===== config.mk =====
export PLATFORM = sky130hd
export DESIGN_NAME = uart_tx_engine
export DESIGN_NICKNAME = d
export VERILOG_FILES = /design/src/rtl/uart_tx_engine.sv
export SDC_FILE = /design/constraint.sdc
export NUM_CORES = 1
export LEC_CHECK = 0
export CORE_MARGIN = 3
export CORE_UTILIZATION = 30
export CTS_BUF_LIST = sky130_fd_sc_hd__clkbuf_8
export CTS_CLUSTER_SIZE = 12
export DETAILED_ROUTE_END_ITERATION = 10
export GPL_TIMING_DRIVEN = 1
export PLACE_DENSITY = 0.56
export SYNTH_ARGS = -nofsm -noshare
export SYNTH_HDL_FRONTEND = slang
export SYNTH_SLANG_ARGS = --single-unit

===== constraint.sdc =====
create_clock -name clk -period 2.6 [get_ports clk]
set_input_delay 0.26 -clock clk [delete_from_list [all_inputs] [get_ports clk]]
set_output_delay 0.26 -clock clk [all_outputs]
set_load 0.01 [all_outputs]

===== src/rtl/uart_tx_engine.sv =====
// FIFO-buffered UART transmitter with a configurable character format, driven by an external baud tick.
// The FIFO holds raw characters; each frame's format is captured when its character is popped.
module uart_tx_engine #(
    parameter  int unsigned FIFO_DEPTH = 16,
    parameter  int unsigned OVERSAMPLE = 16,
    localparam int unsigned PW         = $clog2(FIFO_DEPTH)
) (
    input  logic          clk,
    input  logic          reset,
    input  logic          bclk,
    input  logic          tx_en,
    input  logic          write_en,
    input  logic [7:0]    data_in,
    input  logic [1:0]    data_bits,
    input  logic          parity_en,
    input  logic          parity_odd,
    input  logic          stop2,
    input  logic [PW:0]   thr_level,
    input  logic          ovf_clr,
    output logic          txd,
    output logic          tx_busy,
    output logic          tx_bclk_en,
    output logic          tx_done,
    output logic          fifo_full,
    output logic          fifo_empty,
    output logic [PW:0]   fifo_count,
    output logic          tx_thr,
    output logic          overflow
);

    typedef enum logic [2:0] {IDLE, LOAD, START, DATA, PARITY, STOP} state_t;

    state_t      state, state_d;
    logic [7:0]  mem [FIFO_DEPTH];
    logic [PW:0] wr_ptr, rd_ptr;
    logic [5:0]  tick, tick_d;
    logic [2:0]  bit_idx, bit_idx_d;
    logic        stop_cnt, stop_cnt_d;
    logic        txd_d, done_d;
    logic        push, pop, bit_end;
    logic [7:0]  head, head_mask, head_masked;
    logic        head_par;
    logic [7:0]  frame_data;
    logic [1:0]  frame_bits;
    logic        frame_par_en, frame_par, frame_stop2;

    assign fifo_empty = (wr_ptr == rd_ptr);
    assign fifo_full  = (wr_ptr[PW] != rd_ptr[PW]) && (wr_ptr[PW-1:0] == rd_ptr[PW-1:0]);
    assign fifo_count = wr_ptr - rd_ptr;
    assign tx_thr     = (fifo_count <= thr_level);
    assign tx_busy    = (state != IDLE) && (state != LOAD);
    assign tx_bclk_en = tx_busy;

    // Popping in LOAD frees a slot in the same cycle, so a full FIFO still accepts that push.
    assign pop  = (state == LOAD);
    assign push = write_en && (!fifo_full || pop);

    assign head    = mem[rd_ptr[PW-1:0]];
    assign bit_end = bclk && (tick == 6'(OVERSAMPLE - 1));

    always_comb begin
        head_mask = 8'hFF;
        case (data_bits)
            2'b00:   head_mask = 8'h1F;
            2'b01:   head_mask = 8'h3F;
            2'b10:   head_mask = 8'h7F;
            default: head_mask = 8'hFF;
        endcase
        head_masked = head & head_mask;
        head_par    = (^head_masked) ^ parity_odd;
    end

    always_comb begin
        state_d    = state;
        tick_d     = tick;
        bit_idx_d  = bit_idx;
        stop_cnt_d = stop_cnt;
        done_d     = 1'b0;
        if (tx_busy && bclk) begin
            tick_d = bit_end ? '0 : tick + 6'd1;
        end
        case (state)
            IDLE:   if (tx_en && !fifo_empty) state_d = LOAD;
            LOAD: begin
                state_d    = START;
                tick_d     = '0;
                bit_idx_d  = '0;
                stop_cnt_d = 1'b0;
            end
            START:  if (bit_end) state_d = DATA;
            DATA: begin
                // Last data bit index is width-1 = 4 + data_bits.
                if (bit_end) begin
                    if (bit_idx == {1'b1, frame_bits}) begin
                        state_d = frame_par_en ? PARITY : STOP;
                    end else begin
                        bit_idx_d = bit_idx + 3'd1;
                    end
                end
            end
            PARITY: if (bit_end) state_d = STOP;
            STOP: begin
                if (bit_end) begin
                    if (frame_stop2 && !stop_cnt) begin
                        stop_cnt_d = 1'b1;
                    end else begin
                        state_d = IDLE;
                        done_d  = 1'b1;
                    end
                end
            end
            default: state_d = IDLE;
        endcase

        // txd is registered from the next state so it changes together with the state.
        case (state_d)
            START:   txd_d = 1'b0;
            DATA:    txd_d = frame_data[bit_idx_d];
            PARITY:  txd_d = frame_par;
            default: txd_d = 1'b1;
        endcase
    end

    always_ff @(posedge clk) begin
        if (reset) begin
            state        <= IDLE;
            tick         <= '0;
            bit_idx      <= '0;
            stop_cnt     <= 1'b0;
            txd          <= 1'b1;
            tx_done      <= 1'b0;
            wr_ptr       <= '0;
            rd_ptr       <= '0;
            overflow     <= 1'b0;
            frame_data   <= '0;
            frame_bits   <= '0;
            frame_par_en <= 1'b0;
            frame_par    <= 1'b0;
            frame_stop2  <= 1'b0;
        end else begin
            state    <= state_d;
            tick     <= tick_d;
            bit_idx  <= bit_idx_d;
            stop_cnt <= stop_cnt_d;
            txd      <= txd_d;
            tx_done  <= done_d;
            if (push) wr_ptr <= wr_ptr + (PW+1)'(1);
            if (pop)  rd_ptr <= rd_ptr + (PW+1)'(1);
            if (ovf_clr) begin
                overflow <= 1'b0;
            end else if (write_en && !push) begin
                overflow <= 1'b1;
            end
            if (state == LOAD) begin
                frame_data   <= head_masked;
                frame_bits   <= data_bits;
                frame_par_en <= parity_en;
                frame_par    <= head_par;
                frame_stop2  <= stop2;
            end
        end
    end

    always_ff @(posedge clk) begin
        if (!reset && push) begin
            mem[wr_ptr[PW-1:0]] <= data_in;
        end
    end

endmodule


=== After elaboration in Yosys (flattened, before gate mapping) ===
Memories as Yosys holds them, arrays and structs flattened. A register that Yosys moved wholly into a read port is not among the register bits.
Cells that the tools add are included.
Widths: inputs -> output; s select.

* Flip-flop bits (word level): 39
* Bits in writable memories: 128
* Memories: 1

* Add/subtract/negate cells: 5
* $lt $le $gt $ge: 2
* Equal/unequal tests: 18
* Muxes and demuxes: 25
* Bitwise operators: 4
* Reductions and logical operators: 24

{| class="wikitable"
|+ Memories
! name !! words !! bits a word !! read ports !! clocked after memory_dff !! wr ports !! RTL line !! text
|-
| mem || 16 || 8 || 1 || 1 || 1 || 34 || <nowiki>logic [7:0] mem [FIFO_DEPTH];</nowiki>
|}

{| class="wikitable"
|+ Operators by type and width
! cell !! count
|-
| $mux 3 || 9
|-
| $pmux 8 s3 || 1
|-
| $pmux 3 s6 || 1
|-
| $eq 3x2->1 const B || 4
|-
| $add 5x1->5 const B || 2
|-
| $eq 3x3->1 const B || 3
|-
| $logic_and 1x1->1 || 9
|-
| $and 8x8->8 || 1
|-
| $mux 4 || 2
|-
| $reduce_xor 8->1 || 1
|-
| $mux 1 || 7
|-
| $add 6x1->6 const B || 1
|-
| $eq 6x4->1 const B || 1
|-
| $mux 6 || 1
|-
| $pmux 3 s2 || 1
|-
| $eq 5x5->1 || 1
|-
| $le 5x5->1 || 1
|-
| $logic_not 1->1 || 5
|-
| $sub 5x5->5 || 1
|-
| $eq 4x4->1 || 1
|-
| $lt 3x4->1 const B || 1
|-
| $ne 2x2->1 const B || 2
|-
| $reduce_or 2->1 || 2
|-
| $add 3x1->3 const B || 1
|-
| 18 further kinds || 19
|}

=== Depth between registers and ports, before layout ===
* Depth after elaboration: 8
* Gate-level depth with buffers: 11
* Depth with buffers taken out: 11

=== Worst setup path before layout ===
No wires, ideal clock.

* Path type: flip-flop to flip-flop
* Start: register wr_ptr[0]
* End: memory mem[0][0], enable pin
* Setup time: 0.383 ns
* Arrival time: 2.298 ns
* Data required time: 2.217 ns
* Path slack: -0.081 ns
* Cell stages (with the launch flop): 9
* Buffers on the path: 0
* Cell sequence: dfxtp_1 > inv_1 > ha_1 > nand4_1 > nor3_1 > nor2b_1 > nor2b_1 > nand2_1 > nor3_1

* Cells in the longest elaborated chain, start to end: 8

{| class="wikitable"
|+ Ends and longest elaborated chain
! element !! RTL line !! text
|-
| from (decl) || 35 || <nowiki>logic [PW:0] wr_ptr, rd_ptr;</nowiki>
|-
| from (signal assigned) || 147 || <nowiki>if (push) wr_ptr <= wr_ptr + (PW+1)'(1);</nowiki>
|-
| $eq 4x4->1 || 48 || <nowiki>assign fifo_full = (wr_ptr[PW] != rd_ptr[PW]) && (wr_ptr[PW-1:0] == rd_ptr[PW-1:0]);</nowiki>
|-
| $logic_and 1x1->1 || 48 ||
|-
| $logic_not 1->1 || 56 || <nowiki>assign push = write_en && (!fifo_full || pop);</nowiki>
|-
| $logic_or 1x1->1 || 56 ||
|-
| $logic_and 1x1->1 || 56 ||
|-
| $logic_and 1x1->1 || 165 || <nowiki>if (!reset && push) begin</nowiki>
|-
| $mux 1 || 165 ||
|-
| $mux 1 (not written as such) || 166 || <nowiki>mem[wr_ptr[PW-1:0]] <= data_in;</nowiki>
|-
| to (decl) || 34 ||
|}

Parallel ways exist; a longest one is shown, timed or not.

=== Final worst setup path ===
* Start: register wr_ptr[0]
* End: output port tx_thr

* Cells in the longest elaborated chain, start to end: 2

{| class="wikitable"
|+ Ends and longest elaborated chain
! element !! RTL line !! text
|-
| $sub 5x5->5 || 49 || <nowiki>assign fifo_count = wr_ptr - rd_ptr;</nowiki>
|-
| $le 5x5->1 || 50 || <nowiki>assign tx_thr = (fifo_count <= thr_level);</nowiki>
|-
| to (decl) || 27 || <nowiki>output logic tx_thr,</nowiki>
|}

No other way between the ends.

==> impl_summary.md <==
Power
For this design the static power due to leakage is 3.19 nW. Power spread over the standard cell area amounts to 624 mW/mm2. Across the VDD grid, the largest voltage drop is 0.406 mV.

Route
Across all layers, the routed design uses 4358 vias. Wires add up to 15.5 mm. The total DRC errors in the routed layout is 0. The first routing iteration left 235 violations. The via-per-instance ratio is 4.67. The number of detailed-route iterations in the first pass is 4. Dividing the detail-routed wire length by the instance count gives 16.5 um. The residual antenna-violating net count after detailed routing is 0.

STA
The time the worst path needs with I/O delays and setup is 2.82 ns. Summed over all failing endpoints, the final setup total negative slack is -0.215 ns. The final hold violation count was 0.

The part of the cycle the worst path needs is 108%. The count of final setup violators is 1. Headroom to the max-slew limit came out at 60.8%. Setup repair after global routing could not meet its margin everywhere. Derived from the worst setup path, the maximum achievable clock frequency is 355 MHz. The worst clock skew is 0.0172 ns. The total count of max-transition violations in the final report is 0.

The final worst slack is -0.215 ns. The actual slew at the worst max-slew pin is 0.586 ns. The worst slack on hold paths is 0.355 ns.

Cells and area
The commonest non-fill, non-tap cell in the layout is sky130_fd_sc_hd__edfxtp_1. The final cell count without fillers is 934. The library cells used most frequently in the layout, excluding fill and tap cells, are sky130_fd_sc_hd__edfxtp_1, sky130_fd_sc_hd__buf_4, sky130_fd_sc_hd__nand2_1, sky130_fd_sc_hd__nor2_1, sky130_fd_sc_hd__dfxtp_1. The count of antenna diodes in the layout is 0. Compared with the post-synthesis result, the final layout area differs by 24.8%. The share of the core filled with cells is 38.2%. For this run, the post-layout net count is 643. Of the cells placed in the final design, the portion with a size suffix greater than 1 is 26.8%.

Clock tree
The TritonCTS buffer count is 17. The later pin in the worst-skew pair is clocked with a latency of 0.46 ns. TritonCTS built the clock tree. The number of hold-repair buffers added at the cts stage is 0.

The number of levels the H-tree was split into is 4. The number of buffers between clock root and the deepest sink is 2. The CTS clock-pin slew for the worst setup and hold paths is 0.10 ns.

Clock tree synthesis selected as its root buffer the cell sky130_fd_sc_hd__clkbuf_8. The clock sink count is 171.

Yosys
In this run, synthesis inferred 128 flip-flops with an integrated enable. After technology mapping, the gate count stands at 496. Of the synthesized area, sequential elements account for 65.1%.

The number of unique standard cell types used by synthesis is 44. The flip-flop and latch count after synthesis is 171. In this run the mean area of a mapped cell was 14.6 um2.

Yosys printed 0 warnings. The most used flip-flop cell after synthesis is sky130_fd_sc_hd__edfxtp_1. After synthesis the cells add up to 0.00723 mm2.

The share of flip-flops with an asynchronous set or reset after synthesis is 0%. The synthesized netlist net count is 537.

GRT
The first global-routing pass estimated 24.2 mm of wire. The initial antenna violation count was 0. The global-route usage over all layers is 12.1%. Summed over all layers, the global routing overflow is 0. Entering global routing, the biggest net connects 34 pins. The via count of the first global-routing pass is 4435.

Critical path
The slowest stage of the critical path is the sky130_fd_sc_hd__fa_2 cell. The worst setup path is of the reg -> out kind. The kind of cell with the highest combined delay along the critical path is adder cells. The cell repeated most along the worst path is sky130_fd_sc_hd__inv_2.

The maximum cell stage delay along the critical path is 0.36 ns. The buffers plus inverters on the worst setup path is 3. STA classifies the critical path endpoint as an output pin. STA classifies the critical path startpoint as a flip-flop. Walking the worst path, the cells encountered are inv_2 > ha_4 > inv_2 > fa_2 > a21o_1 > a21oi_2 > xnor2_2 > ha_1 > nor2b_1 > o22ai_1 > buf_2. The path length in cells of the critical path is 11. The worst-case register-to-register setup slack is 0.04 ns. The maximum fanout along the worst path is 2. At the worst endpoint, the arrival time is 2.56 ns. Counting cells, the worst reg-to-reg path comes to 8.

The critical path data required time is 2.34 ns.

Floorplan
The width of the die is 161 um. The area enclosed by the die boundary is 0.0260 mm2. The region available for standard cell placement spans 0.0236 mm2. The starting density of the core is 30.6%. The number of top-level pins is 37. The die height is 161 um.

The number of placement rows is 56.

Place
The post-placement worst setup slack is -0.289 ns. The congestion estimate from routability-driven global placement came to 0.844. Input and output buffers added on the ports amount to 36. The detailed placement HPWL is 10.3 mm.

The number of placed instances, taps included, is 876.

Status
The final reports fail on negative setup slack. The run finished, with violations left.

Flow run
Max-cap violations in this run came to 0.

Worst hold path
The hold path depth is 3. In this run the worst hold path is classified as in -> reg.
cell type report:
class | instances | area (um2)
Multi-Input combinational cell | 287 | 2480
Fill cell | 2246 | 14600
Clock buffer | 17 | 234
Inverter | 17 | 63.8
Clock inverter | 15 | 161
Timing Repair Buffer | 108 | 975
Tap cell | 319 | 399
Sequential cell | 171 | 4710
metrics by stage:
stage / power [W] / instance area [um2]
2_1_floorplan: 0.00346 / 7250
3_3_place_gp: 0.00371 / 8270
3_5_place_dp: 0.00372 / 8270
4_1_cts: 0.00565 / 8880
5_1_grt: 0.00590 / 9020
6_report: 0.00563 / 9020
cell families (layout without fill, tap and decap cells):
group / after synthesis / after routing / share of synthesized area (%)
flops: 171 / 171 / 65.1
compound gates: 52 / 52 / 4.41
xor+xnor: 25 / 25 / 3.32
simple gates: 150 / 150 / 9.64
buf+inv: 38 / 157 / 2.61
mux: 43 / 43 / 11.9
fa+ha+maj: 17 / 17 / 3.04
synth_stat cells (10+ instances only):
cell                       number  area share, %
sky130_fd_sc_hd__xor2_1        11            1.3
sky130_fd_sc_hd__mux4_2        28            8.7
sky130_fd_sc_hd__dfxtp_1       43             12
sky130_fd_sc_hd__edfxtp_1     128             53
sky130_fd_sc_hd__inv_1         17           0.88
sky130_fd_sc_hd__nor2b_1       11           0.95
sky130_fd_sc_hd__a21oi_1       23            1.6
sky130_fd_sc_hd__ha_1          16            2.8
sky130_fd_sc_hd__clkbuf_1      11           0.57
sky130_fd_sc_hd__nor2_1        43            2.2
sky130_fd_sc_hd__mux2i_1       10            1.4
sky130_fd_sc_hd__xnor2_1       12            1.5
sky130_fd_sc_hd__nand3_1       21            1.5
sky130_fd_sc_hd__nand2_1       45            2.3
final timing paths:
kind,to,startpoint
min,frame_par_en,parity_en
max reg2reg,frame_par,flip-flop
max,tx_thr,wr_ptr[0]
min reg2reg,frame_data[5],frame_data[5]
report_power, final:
| group | switching, W | internal [W] | leakage [nW] | total [W] |
|---|---|---|---|---|
| Clock | 0.00105 | 0.000801 | 0.201 | 0.00185 |
| Combinational | 0.000353 | 0.000428 | 1.49 | 0.000781 |
| Sequential | 0.0000255 | 0.00297 | 1.50 | 0.00300 |
worst register-to-register path: stages (launching register included):
cell	delay, ns
sky130_fd_sc_hd__dfxtp_2	0.35
sky130_fd_sc_hd__buf_12	0.14
sky130_fd_sc_hd__buf_16	0.13
sky130_fd_sc_hd__mux4_2	0.53
sky130_fd_sc_hd__mux4_2	0.50
sky130_fd_sc_hd__xnor2_1	0.15
sky130_fd_sc_hd__nor2b_1	0.12
sky130_fd_sc_hd__xnor3_1	0.41
sky130_fd_sc_hd__a211oi_2	0.17
what timing repair did:
| action | 4_1_cts | 5_1_grt |
|---|---|---|
| setup buffers | 14 | 11 |
| endpoints found under the setup margin | 4 | 119 |
| gates cloned | 1 | 0 |
| pin swaps | 14 | 11 |
| resized for setup | 26 | 14 |
state kept, by name, summed over array words and instances (netlist names), 2 cells and up, named ones only:
signal and cells:
mem 128, frame_data 8, tick 6, rd_ptr 5, wr_ptr 5, bit_idx 3, state 3, frame_bits 2
layer usage:
| metal | track usage, % | routed length [um] | vias to the layer above |
|---|---|---|---|
| met3 | 3.13 | 542 | 8 |
| li1 | - | - | 2068 |
| met4 | 2.03 | 79 | 0 |
| met5 | 0 | 0 | - |
| met2 | 21.3 | 7900 | 88 |
| met1 | 15.4 | 6930 | 2194 |
(Power assumes the default switching activity.)
